**src/rtl/bias_add_relu_pack.sv**
```systemverilog
// bias_add_relu_pack
//   Latches the packed bias vector from the layer bias loader, then for each
//   neuron adds the scaled bias to a streamed accumulator result, applies an
//   arithmetic right shift, ReLU and saturation, and packs the result into a
//   layer output vector.
//
// Ports:
//   clk        system clock, rising edge
//   rst_n      asynchronous active-low reset
//   bias_in    packed biases, element i at [i*W +: W]
//   bias_done  loader done level; bias_in stable while high
//   start      single-cycle pulse, begins a pass
//   acc_valid  acc_data valid
//   acc_data   signed accumulator result for the current neuron
//   acc_ready  block accepts acc_data this cycle
//   data_out   packed results, element i at [i*W +: W]
//   done       high while a completed pass result is held
//
// Optional build macro: BIAS_ADD_ROUND_EN
//   defined   -> round-half-up before the right shift (needs OUT_SHIFT >= 1)
//   undefined -> truncating (floor) arithmetic shift
//
// state     | meaning
// IDLE      | waiting for start
// WAIT_BIAS | pass requested, bias vector not yet latched
// RUN       | accepting one accumulator result per neuron
// DONE      | pass complete, data_out held
module bias_add_relu_pack #(
  parameter int OUT_SIZE   = 8,
  parameter int W          = 8,
  parameter int ACC_W      = 24,
  parameter int BIAS_SHIFT = 4,
  parameter int OUT_SHIFT  = 6,
  parameter int IDX_W      = 4
) (
  input  logic                  clk,
  input  logic                  rst_n,
  input  logic [OUT_SIZE*W-1:0] bias_in,
  input  logic                  bias_done,
  input  logic                  start,
  input  logic                  acc_valid,
  input  logic [ACC_W-1:0]      acc_data,
  output logic                  acc_ready,
  output logic [OUT_SIZE*W-1:0] data_out,
  output logic                  done
);

  typedef enum logic [1:0] {IDLE, WAIT_BIAS, RUN, DONE} state_t;

  state_t                state;
  logic [OUT_SIZE*W-1:0] bias_reg;
  logic                  bias_ok;
  logic [IDX_W-1:0]      idx;

  logic [W-1:0]          bias_el;
  logic signed [ACC_W:0] bias_ext;
  logic signed [ACC_W:0] sum;
  logic signed [ACC_W:0] shifted;
  logic [W-1:0]          res;
  logic                  hs;
  logic                  last;

  assign bias_el = bias_reg[idx*W +: W];
  assign hs      = acc_valid && acc_ready;
  assign last    = (idx == IDX_W'(OUT_SIZE - 1));

  // Sum is one bit wider than the accumulator so bias addition never wraps.
  always_comb begin
    bias_ext = {{(ACC_W + 1 - W){bias_el[W-1]}}, bias_el};
    bias_ext = bias_ext <<< BIAS_SHIFT;
    sum      = {acc_data[ACC_W-1], acc_data} + bias_ext;
`ifdef BIAS_ADD_ROUND_EN
    sum      = sum + (ACC_W+1)'(2 ** (OUT_SHIFT - 1));
`endif
    shifted  = sum >>> OUT_SHIFT;
    res      = '0;
    if (shifted < 0)
      res = '0;
    else if (shifted > (ACC_W+1)'(2 ** (W - 1) - 1))
      res = {1'b0, {(W-1){1'b1}}};
    else
      res = shifted[W-1:0];
  end

  always_ff @(posedge clk or negedge rst_n) begin
    if (!rst_n) begin
      state     <= IDLE;
      bias_reg  <= '0;
      bias_ok   <= 1'b0;
      idx       <= '0;
      data_out  <= '0;
      acc_ready <= 1'b0;
      done      <= 1'b0;
    end else begin
      if (!bias_ok && bias_done) begin
        bias_ok  <= 1'b1;
        bias_reg <= bias_in;
      end

      case (state)
        IDLE: begin
          if (start) begin
            data_out <= '0;
            idx      <= '0;
            if (bias_ok || bias_done) begin
              state     <= RUN;
              acc_ready <= 1'b1;
            end else begin
              state <= WAIT_BIAS;
            end
          end
        end
        WAIT_BIAS: begin
          acc_ready <= 1'b0;
          if (bias_ok) begin
            state     <= RUN;
            acc_ready <= 1'b1;
          end
        end
        RUN: begin
          if (hs) begin
            data_out[idx*W +: W] <= res;
            idx                  <= idx + 1'b1;
            if (last) begin
              state     <= DONE;
              acc_ready <= 1'b0;
              done      <= 1'b1;
            end
          end
        end
        DONE: begin
          if (start) begin
            data_out  <= '0;
            idx       <= '0;
            state     <= RUN;
            acc_ready <= 1'b1;
            done      <= 1'b0;
          end
        end
        default: state <= IDLE;
      endcase
    end
  end

endmodule

```
**config.mk**
```make
export PLATFORM = sky130hd
export DESIGN_NAME = bias_add_relu_pack
export DESIGN_NICKNAME = d
export VERILOG_FILES = /design/src/rtl/bias_add_relu_pack.sv
export SDC_FILE = /design/constraint.sdc
export NUM_CORES = 1
export LEC_CHECK = 0
export BUFFER_PORTS_ARGS = -buffer_cell sky130_fd_sc_hd__buf_2
export CAP_MARGIN = 20
export CORE_MARGIN = 3
export CORE_UTILIZATION = 25
export DETAILED_ROUTE_END_ITERATION = 10
export GPL_TIMING_DRIVEN = 0
export HOLD_SLACK_MARGIN = 0.06
export SLEW_MARGIN = 30
export SYNTH_ARGS = -nofsm -noshare
export SYNTH_HDL_FRONTEND = slang
export SYNTH_SLANG_ARGS = --single-unit
```
**constraint.sdc**
```tcl
create_clock -name clk -period 5.12 [get_ports clk]
set_input_delay 0.256 -clock clk [delete_from_list [all_inputs] [get_ports clk]]
set_output_delay 0.256 -clock clk [all_outputs]
set_load 0.1 [all_outputs]
```
== Yosys cells after proc, flatten, opt, wreduce, memory -nomap -nowiden ==
Index checks and enable logic that the tools add are counted.
Operators by class
  reduce and logical (&&, ||, !) cells: 12
  shift-type cells: 3
  add/subtract/negate cells: 3
  equality and inequality tests: 11
  magnitude comparators: 2
  multiplexer cells: 27
Operators by type and width (count)
  64-bit 2-to-1 mux: 2
  64-bit case mux with 2 select lines: 1
  64-bit bitwise mux: 1
  8-bit by 34-bit variable shift with 64-bit output, first input constant: 1
  64-bit by 8-bit indexed part select with 8-bit output: 1
  8-bit by 34-bit indexed part select with 64-bit output: 1
  7-bit negation with 34-bit output: 1
  24-bit by 12-bit adder with 25-bit output: 1
  19-bit by 8-bit > comparator with 1-bit output, second input constant: 1
  19-bit by 1-bit less-than comparator with 1-bit output, second input constant: 1
  8-bit 2-to-1 mux: 2
  2-bit 2-to-1 mux: 6
  2-bit != test, second input constant: 6
  5-bit AND reduction: 2
  1-bit 2-to-1 mux: 9
  4-bit 2-to-1 mux: 2
  2-bit case mux with 4 select lines: 1
  4-bit case mux with 2 select lines: 1
  4-bit by 1-bit adder with 4-bit output, second input constant: 1
  2-bit equality test, second input constant: 2
  4-bit by 3-bit equality test with 1-bit output, second input constant: 1
  1-bit case mux with 4 select lines: 1
  4-bit AND reduction: 1
  2-bit nonzero test: 2
  other kinds (9): 10
Storage, ports and cells
  bits of input ports: 93
  register bits after elaboration: 137

== Longest topological paths before layout ==
  depth in word-level cells: 9
  gate-level depth with buffers: 17
  depth with buffers taken out: 12

== Worst setup path before layout ==
OpenSTA, ideal clock, no wires.
  path kind: reg-to-reg
  start point: register idx[0]
  end point: register data_out[16]
  data required time: 4.991 ns
  arrival time: 4.408 ns
  slack: 0.583 ns
  path buffers: 5
  library setup time: 0.129 ns
  stages on the path, launching flop included: 18
  cells stage by stage: dfrtp_1 -> buf_4 -> buf_1 -> mux4_2 -> mux2i_1 -> nor2_1 -> ha_1 -> buf_2 -> nand2_1 -> or3_1 -> or2_1 -> or4_1 -> a21oi_1 -> o32ai_1 -> buf_2 -> nor2_2 -> buf_4 -> a31oi_1
Between the ends
  longest elaborated chain between the ends: 9
  elaborated cells on any way between the ends: 12
  classes of those cells: 2 x add/sub; 2 x order compare; 3 x shift; 5 x mux
Ends and longest elaborated chain
  start, declared: RTL line 53  | logic [IDX_W-1:0] idx;
  start signal, assigned: RTL line 123  | idx <= idx + 1'b1;
  64-bit by 8-bit indexed part select with 8-bit output: RTL line 63  | assign bias_el = bias_reg[idx*W +: W];
  24-bit by 12-bit adder with 25-bit output: RTL line 71  | sum = {acc_data[ACC_W-1], acc_data} + bias_ext;
  19-bit by 8-bit > comparator with 1-bit output: RTL line 79  | else if (shifted > (ACC_W+1)'(2 ** (W - 1) - 1))
  8-bit 2-to-1 mux: RTL line 79
  8-bit 2-to-1 mux: RTL line 77  | if (shifted < 0)
  8-bit by 34-bit indexed part select with 64-bit output: RTL line 122  | data_out[idx*W +: W] <= res;
  64-bit bitwise mux (*): RTL line 122
  64-bit 2-to-1 mux (*): RTL line 121  | if (hs) begin
  64-bit case mux with 2 select lines (*): RTL line 100  | case (state)
  end signal, assigned by index: RTL line 122
  end, declared: RTL line 44  | output logic [OUT_SIZE*W-1:0] data_out,
Mark *: on every way between the ends. The rest lies on a longest branch, timed or not. The select of a mux whose other input is x is not followed.
A chain may end at the register's enable or synchronous reset.

== Worst setup path after layout ==
  start point: register idx[0]
  end point: register data_out[18]
The elaborated chain is that of the path after synthesis.

==> summary.txt <==
Final layout
  – Layout cells sized above 1: 0.3094
  – Commonest non-fill, non-tap cell in the layout: buf_2
  – Post-Layout Cell Count: 1412
  – Final design utilization: 0.3380
  – Most frequent cells in the layout: 161 x buf_2, 137 x dfrtp_1, 119 x a21oi_1
  – Synth-to-Final Area Change: 32.89%
  – Final Cell Area: 0.01039 mm²
  – Final-stage net count: 1124

Power
  – Leakage power: 4.702 nW
  – Peak VDD IR: 337.4 µV
  – Power, Total: 5.200 mW
  – Power density cells: 500.3 mW/mm²

Setup path
  – Nature of the critical path endpoint: flop
  – CP max FO: 13
  – CP Class: reg2reg
  – Critical Path AT: 5.14 ns
  – Worst r2r src: idx[0]$_DFFE_PN0P_
  – Critical Path Source Type: flop
  – FF-to-FF path depth: 17
  – Worst R2R Setup Slack: 0.28 ns
  – Reg-to-reg critical path endpoint: data_out[18]$_DFFE_PN0P_
  – CP required: 5.42 ns

Route
  – Vias per cell: 4.967
  – Remaining DRCs: 0
  – Vias: 7014
  – WL/cell: 17.92 µm
  – Final wirelength: 25.31 mm
  – Drt pass-1 iters: 5
  – DRT iter0 DRCs: 543
  – Antenna Violating Nets Remaining: 0

Clock tree
  – H-tree depth: 4
  – Root buffer cell: clkbuf_16
  – Longest Clk Path Bufs: 2
  – Clock transition at the registers of the reported paths: 0.06 ns
  – # clock sinks: 137
  – Inserted Clock Buffers: 17
  – Worst-Skew Late Latency: 0.43 ns
  – CTS tree: done

Timing
  – Final slew viol count: 0
  – Crit share post-route: 0.9446
  – Slew @ Worst Pin: 0.9922 ns
  – Final min period: 4.836 ns
  – Hold Vio Cnt, Final: 0
  – Setup-failing EPs final: 0
  – Slew headroom: 0.3338
  – Worst hold slack: 0.06805 ns
  – Clk_skew: 0.008568 ns
  – Max Fclk: 206.8 MHz

Die
  – Core ar.: 0.03075 mm²
  – IO Count: 159
  – Die Ht: 182.9 µm
  – Die width: 182.9 µm
  – FP Rows: 64
  – Initial Utilization: 0.2544
  – Die ar.: 0.03344 mm²

Synthesis
  – Most common flop cell mapped by yosys: dfrtp_1
  – YS warnings: 0
  – Fraction of registers with async set/reset: 1.000
  – Netlist cell types: 64
  – Sequential fraction of the synthesis area: 0.4383
  – Syn nets: 892
  – EDFF count, synth: 0
  – Number of synthesized register bits: 137
  – Cells after synthesis: 770
  – Synthesized area per cell: 10.16 µm²
  – Synth Cell Area: 0.007821 mm²

Placement
  – Placed cells: 1321
  – Port bufs: 154
  – Post-DP Area: 0.009195 mm²
  – Final GP Congestion: 0.8547
  – Hpwl dp: 18.37 mm

Hold path
  – Min-Delay Path Depth: 2
  – Worst hold path class: in2reg
  – WHS Endpoint: bias_reg[36]$_DFFE_PN0P_
  – Worst hold start: bias_in[36]

Global routing
  – Vias in the first global route: 6821
  – GRT Overall Usage: 0.1472
  – Largest net degree at the start of global routing: 75
  – Initial antenna violation count: 6
  – First-pass GRT wire length: 38.39 mm
  – GR Overflow Total: 0

Outcome
  – Status: completed

Run
  – Max_cap viols: 0
-- per-stage QoR --
step           setup slack (ns)   TNS, ns
6_report                 0.2835         0
5_1_grt                -0.01460  -0.02923
4_1_cts                 0.02851         0
3_5_place_dp            -0.9764    -50.26
3_3_place_gp            -0.9065    -46.43
2_1_floorplan            0.5830         0
-- what timing repair did --
item,CTS,global route
endpoints found under the setup margin,56,56
hold endpoints to repair,128,2
hold buffers,56,2
buffers inserted,0,0
gates resized for setup,12,18
-- critical path: stages, from the launching register on --
cell and delay, ns:
dfrtp_1 0.42, buf_4 0.22, buf_6 0.21, mux4_2 0.58
mux2i_4 0.21, nor2_4 0.12, ha_1 0.31, buf_2 0.19
nand4_1 0.13, or3_1 0.35, or2_1 0.26, or4_1 0.52
a21oi_1 0.24, o32ai_1 0.14, buf_2 0.23, nor2_4 0.24
buf_4 0.23, a31oi_1 0.10
-- metal layers --
metal	track usage	wire, µm	vias to the layer above
li1	-	-	3340
met1	0.1948	11420	3401
met5	0	65	-
met4	0.04174	418	10
met2	0.2351	11720	230
met3	0.04403	1681	33
-- cell usage after synthesis, types with 9 or more instances --
cell | n | area [µm²]
buf_4 | 11 | 82.58
mux4_2 | 14 | 315.3
a2111oi_0 | 10 | 87.58
nor2_1 | 25 | 93.84
a31oi_1 | 16 | 100.1
a21boi_0 | 12 | 90.09
and2_1 | 14 | 87.58
inv_1 | 15 | 56.30
ha_1 | 29 | 362.9
o21ai_0 | 12 | 60.06
a21oi_1 | 119 | 595.6
nor3_1 | 34 | 170.2
nand3_1 | 9 | 45.04
mux2_2 | 64 | 720.7
clkbuf_1 | 22 | 82.58
mux2i_1 | 12 | 120.1
a21o_1 | 15 | 112.6
dfrtp_1 | 137 | 3428
nand2_1 | 81 | 304.0
-- how the worst max path moves through the flow --
stage,to,cells after the start,slack (ns),startpoint
after floorplan,data_out[16]$_DFFE_PN0P_,17,0.58,idx[0]$_DFFE_PN0P_
after global placement,data_out[18]$_DFFE_PN0P_,17,-0.91,idx[1]$_DFFE_PN0P_
after detailed placement,data_out[5]$_DFFE_PN0P_,15,-0.98,idx[1]$_DFFE_PN0P_
after CTS,data_out[8]$_DFFE_PN0P_,17,0.03,idx[1]$_DFFE_PN0P_
after global routing,data_out[59]$_DFFE_PN0P_,17,-0.01,idx[0]$_DFFE_PN0P_
final,data_out[18]$_DFFE_PN0P_,17,0.28,idx[0]$_DFFE_PN0P_
-- power breakdown --
| part | switching, mW | leakage, nW | internal, mW |
|---|---|---|---|
| clock network | 0.499 | 0.241 | 0.635 |
| registers | 0.0809 | 1.79 | 1.19 |
| logic | 1.85 | 2.67 | 0.939 |
-- layout make-up --
cell class,count,area [µm²]
diodes,1,2.502
inverters,15,56.30
fillers,3142,20360
plain buffers,47,254.0
clock buffers,20,446.7
clock inverters,12,96.34
repair buffers,213,1389
flip-flops and latches,137,3428
multi-input cells,571,4225
well taps,396,495.5
-- logic make-up after synthesis --
group                      Yosys count  share of synthesized area
xor gates and xnor gates            12                    0.01344
and+or+nand+nor                    207                     0.1291
DFF                                137                     0.4383
AOI/OAI and AO/OA                  233                     0.1886
muxes                               90                     0.1478
adders and majority gates           29                    0.04639
buffers and inverters               62                    0.03631
No activity file was read; power rests on OpenSTA's default activity.
